<file path="src/rtl/ysyx_24100029_ifu.sv">
// Instruction fetch unit: one outstanding AXI4-Lite read at a time, result
// handed to decode over a valid/ready handshake, with redirect/squash support.
module ysyx_24100029_ifu #(
  parameter logic [31:0] RESET_PC  = 32'h8000_0000,
  parameter logic [1:0]  OKAY_RESP = 2'b00
) (
  input  logic        clock,
  input  logic        reset,
  output logic [31:0] araddr,
  output logic        arvalid,
  input  logic        arready,
  input  logic [31:0] rdata,
  input  logic [1:0]  rresp,
  input  logic        rvalid,
  output logic        rready,
  output logic        master_valid,
  input  logic        master_ready,
  output logic [31:0] inst,
  output logic [31:0] pc,
  output logic        inst_fault,
  input  logic        redirect_valid,
  input  logic [31:0] redirect_pc
);

  typedef enum logic [1:0] {S_RST, S_REQ, S_WAIT, S_OUT} state_t;

  state_t      r_state;
  logic [31:0] r_next_pc;
  logic [31:0] r_req_addr;
  logic        r_drop;
  logic [31:0] r_inst;
  logic [31:0] r_pc;
  logic        r_fault;
  logic [31:0] w_redir_pc;

  assign w_redir_pc = redirect_pc & ~32'h3;

  always_ff @(posedge clock or posedge reset) begin
    if (reset) begin
      r_state    <= S_RST;
      r_next_pc  <= RESET_PC;
      r_req_addr <= RESET_PC;
      r_drop     <= 1'b0;
      r_inst     <= '0;
      r_pc       <= '0;
      r_fault    <= 1'b0;
    end else begin
      unique case (r_state)
        S_RST: begin
          if (redirect_valid) begin
            r_req_addr <= w_redir_pc;
            r_next_pc  <= w_redir_pc;
          end else begin
            r_req_addr <= r_next_pc;
          end
          r_state <= S_REQ;
        end
        S_REQ: begin
          // A redirect cannot cancel a presented address; mark its response stale.
          if (redirect_valid) begin
            r_next_pc <= w_redir_pc;
            r_drop    <= 1'b1;
          end
          if (arready) r_state <= S_WAIT;
        end
        S_WAIT: begin
          if (rvalid) begin
            if (r_drop || redirect_valid) begin
              r_req_addr <= redirect_valid ? w_redir_pc : r_next_pc;
              r_next_pc  <= redirect_valid ? w_redir_pc : r_next_pc;
              r_drop     <= 1'b0;
              r_state    <= S_REQ;
            end else begin
              r_inst    <= rdata;
              r_pc      <= r_req_addr;
              r_fault   <= (rresp != OKAY_RESP);
              r_next_pc <= r_req_addr + 32'd4;
              r_state   <= S_OUT;
            end
          end else if (redirect_valid) begin
            r_next_pc <= w_redir_pc;
            r_drop    <= 1'b1;
          end
        end
        S_OUT: begin
          if (redirect_valid) begin
            r_req_addr <= w_redir_pc;
            r_next_pc  <= w_redir_pc;
            r_state    <= S_REQ;
          end else if (master_ready) begin
            r_req_addr <= r_next_pc;
            r_state    <= S_REQ;
          end
        end
        default: r_state <= S_RST;
      endcase
    end
  end

  assign araddr       = r_req_addr;
  assign arvalid      = (r_state == S_REQ);
  assign rready       = (r_state == S_WAIT);
  assign master_valid = (r_state == S_OUT);
  assign inst         = r_inst;
  assign pc           = r_pc;
  assign inst_fault   = r_fault;

endmodule

</file>
<file path="config.mk">
export PLATFORM = sky130hd
export DESIGN_NAME = ysyx_24100029_ifu
export DESIGN_NICKNAME = d
export VERILOG_FILES = /design/src/rtl/ysyx_24100029_ifu.sv
export SDC_FILE = /design/constraint.sdc
export NUM_CORES = 1
export LEC_CHECK = 0
export ABC_CLOCK_PERIOD_IN_PS = 4200
export CELL_PAD_IN_SITES_DETAIL_PLACEMENT = 1
export CELL_PAD_IN_SITES_GLOBAL_PLACEMENT = 2
export CORE_MARGIN = 1
export CORE_UTILIZATION = 27
export DETAILED_ROUTE_END_ITERATION = 8
export PLACE_DENSITY = 0.79
export SLEW_MARGIN = 20
export SYNTH_ARGS = -nofsm -noshare
export SYNTH_HDL_FRONTEND = slang
export SYNTH_SLANG_ARGS = --single-unit
</file>
<file path="constraint.sdc">
create_clock -name clock -period 4.2 [get_ports clock]
set_input_delay 0.84 -clock clock [delete_from_list [all_inputs] [get_ports clock]]
set_output_delay 0.84 -clock clock [all_outputs]
set_load 0.005 [all_outputs]
</file>
==> impl_metrics.yaml <==
clock_tree:
  clock_path_buffers: 2
  clk_pin_slew_worst_paths_ps: 50
  cts-hold-fix-buffers: 0
  cts_tree: "yes"
  cts-root-buf: "clkbuf_16"
  cts_resized: 0
  cts-htree-levels: 4
  numCtsBuffers: 17
  clkSinkCount: 132
  clkLatencyLatePin_ps: 410
  postCtsSetupRepairBufs: 0
detailed_routing:
  vias_per_cell: 4.80
  dr.first_iter.drc_count: 102
  vias: 4545
  avgRoutedWirePerCell_um: 17.6
  wl_um: 16600
  route.detailed.drc: 0
  drtAntennaViolNets: 0
  dr.pass1.iters: 4
timing:
  clock_skew_ps: 7.35
  fmax_ghz: 0.378
  grt_setup_unrepaired: "false"
  finalSetupViolations: 0
  slew_headroom_pct: 29.5
  finalMaxSlewViolations: 0
  hold_viol: 0
  tightest_slew_ps: 1060
  min_period_over_period_pct: 63.0
  setup_slack_ps: 1560
  setup-tns-final_ps: 0
  period_minus_slack_ps: 2640
  holdWs_ps: 505
die:
  dieArea_mm2: 0.0225
  row_count: 53
  core_mm2: 0.0213
  ios: 172
  start_util_pct: 27.8
  die_h_um: 150
  die_width_um: 150
synth:
  synth-simple-area-share_pct: 10.7
  synth_top_flop_cell: "dfrtp_1"
  async_flop_share_pct: 100
  yosysTopAreaCell: "dfrtp_1"
  post_synth_mux_area_share_pct: 19.3
  synth_xor_area_share_pct: 1.33
  synth_edf_count: 0
  syn_area_mm2: 0.00592
  synth_cells: 497
  synth_nets: 575
  yosys.area_share.adder_pct: 1.27
  synth_area_leaders: "dfrtp_1 (55%), mux2_2 (12%), mux2i_1 (7.1%)"
  synth.avg_cell_area_um2: 11.9
  synth_seq_cells: 132
  seq_area_frac_synth_pct: 55.9
  synth-compound-area-share_pct: 8.63
  synth_top_family_by_area: "multiplexers"
  synth_top_area_share_pct: 55.0
  yosys_warnings: 0
  synth_cell_types: 41
power_and_ir_drop:
  powerDensity_mw_per_mm2: 627
  peakVddDrop_v: 0.000294
  leakage_nw: 3.60
hold_path:
  hold_class: "register to register"
grt:
  met1_usage_pct: 18.8
  grt_overflow: 0
  gr-max-usage-layer: "met2"
  grtUsageMet3_pct: 4.18
  grt_pass1_wl_um: 26800
  grt_pass1_vias: 4975
  track_usage_pct: 15.4
  antenna_found_initial: 0
  grt_max_degree: 67
  gr-usage-met2_pct: 26.9
cells_and_area:
  drive_gt1_share_pct: 16.8
  fin_nets: 737
  antenna_cells: 0
  syn_to_final_growth_pct: 43.2
  fin_area_mm2: 0.00847
placement:
  hpwlAfterDp_um: 11300
  place_ws_ps: 1120
  place_congestion: 0.757
  portBuffers: 169
  post_dp_cell_area_mm2: 0.00792
setup_path:
  start_kind: "primary input"
  path_class: "primary input to register"
  worstPathCellList: "clkdlybuf4s50_1 > nor4bb_4 > buf_4 > mux2i_1"
  r2r_setup_slack_ps: 1670
  critPathMaxFanout: 17
  critPathSlowestCell: "nor4bb_4"
  crit_required_ps: 4520
  slowest_delay_ps: 970
  cp.arrival_ps: 2970
  endpoint_kind: "register"
outcome:
  status: "finished, final reports clean"
job:
  drv_cap: 0
==> metal layers <==
layer / share of wire [%] / wire, um
met1: 43 / 7190
met2: 52 / 8620
met3: 4.4 / 735
met4: 0.56 / 94
met5: 0 / 0
==> worst max-delay path, delay by kind of cell <==
family,cells,cell delay (ps)
buf+inv,2,930
simple gates,1,970
mux,1,220
==> Yosys cell counts (5+ instances only) <==
| library cell | instances |
|---|---|
| a21oi_1 | 41 |
| xnor2_1 | 6 |
| nand4_1 | 7 |
| inv_1 | 8 |
| mux2i_1 | 42 |
| nand3_1 | 9 |
| mux2_2 | 64 |
| clkbuf_1 | 22 |
| and4_1 | 8 |
| nand2_1 | 17 |
| buf_2 | 10 |
| nor4_1 | 8 |
| ha_1 | 6 |
| and3_1 | 6 |
| a311oi_1 | 5 |
| nor3_1 | 9 |
| a211oi_1 | 16 |
| dfrtp_1 | 130 |
| nor2_1 | 43 |
==> through the flow <==
step                utilization [%]  power, mW  std cells
global route                   39.8       5.65        947
detailed placement             37.2       3.96        915
global placement               37.2       3.86        915
finish                         39.8       5.31        947
floorplan                         -       2.86        497
CTS                            39.8       5.40        947
==> power breakdown <==
group	internal [mW]	leakage (nW)	switching [mW]	total, mW
Sequential	1.67	1.67	0.469	2.14
Combinational	1.06	1.66	0.722	1.78
Clock	0.842	0.271	0.548	1.39
Total	3.57	3.60	1.74	5.31
==> cells by family (layout without fill, tap and decap cells) <==
logic type	Yosys count	in the layout
buffers and inverters	43	218
and+or+nand+nor	121	121
muxes	106	106
xor gates and xnor gates	9	9
DFF	132	132
AOI/OAI and AO/OA	80	80
adders and majority gates	6	6
==> cells in the final DEF, fill, tap and decap left out, drive strengths merged, types with 8 or more instances in the layout <==
cell	synthesis	layout
nor3	9	9
nor4	8	8
and4	8	8
nor2	43	43
clkdlybuf4s50	0	168
a21oi	41	41
nand3	11	11
nand2	17	17
nand4	8	8
buf	13	10
a211oi	16	16
mux2	64	64
clkbuf	22	23
dfrtp	130	130
mux2i	42	42
==> final timing paths <==
check / cells after the start / start / to
max: 4 / rvalid / r_next_pc[2]
min: 1 / pc[20] / pc[20]
max reg2reg: 5 / araddr[2] / r_next_pc[30]
min reg2reg: 1 / pc[20] / pc[20]
max in group asynchronous: 3 / reset / araddr[22]
min in group asynchronous: 2 / reset / pc[0]
==> registers in the layout (all words and copies together) (netlist names) <==
name / cells
r_state: 2
pc: 32
r_next_pc: 32
r_drop: 1
inst: 32
inst_fault: 1
araddr: 32
==> cell type report <==
type	instances	area, um^2
repair buffers	178	1750
inverters	8	33.8
flip-flops and latches	132	3310
clock inverters	9	80.1
fillers	2279	12800
well taps	275	344
clock buffers	23	468
multi-input cells	322	2490
No activity file was read; power rests on OpenSTA's default activity.
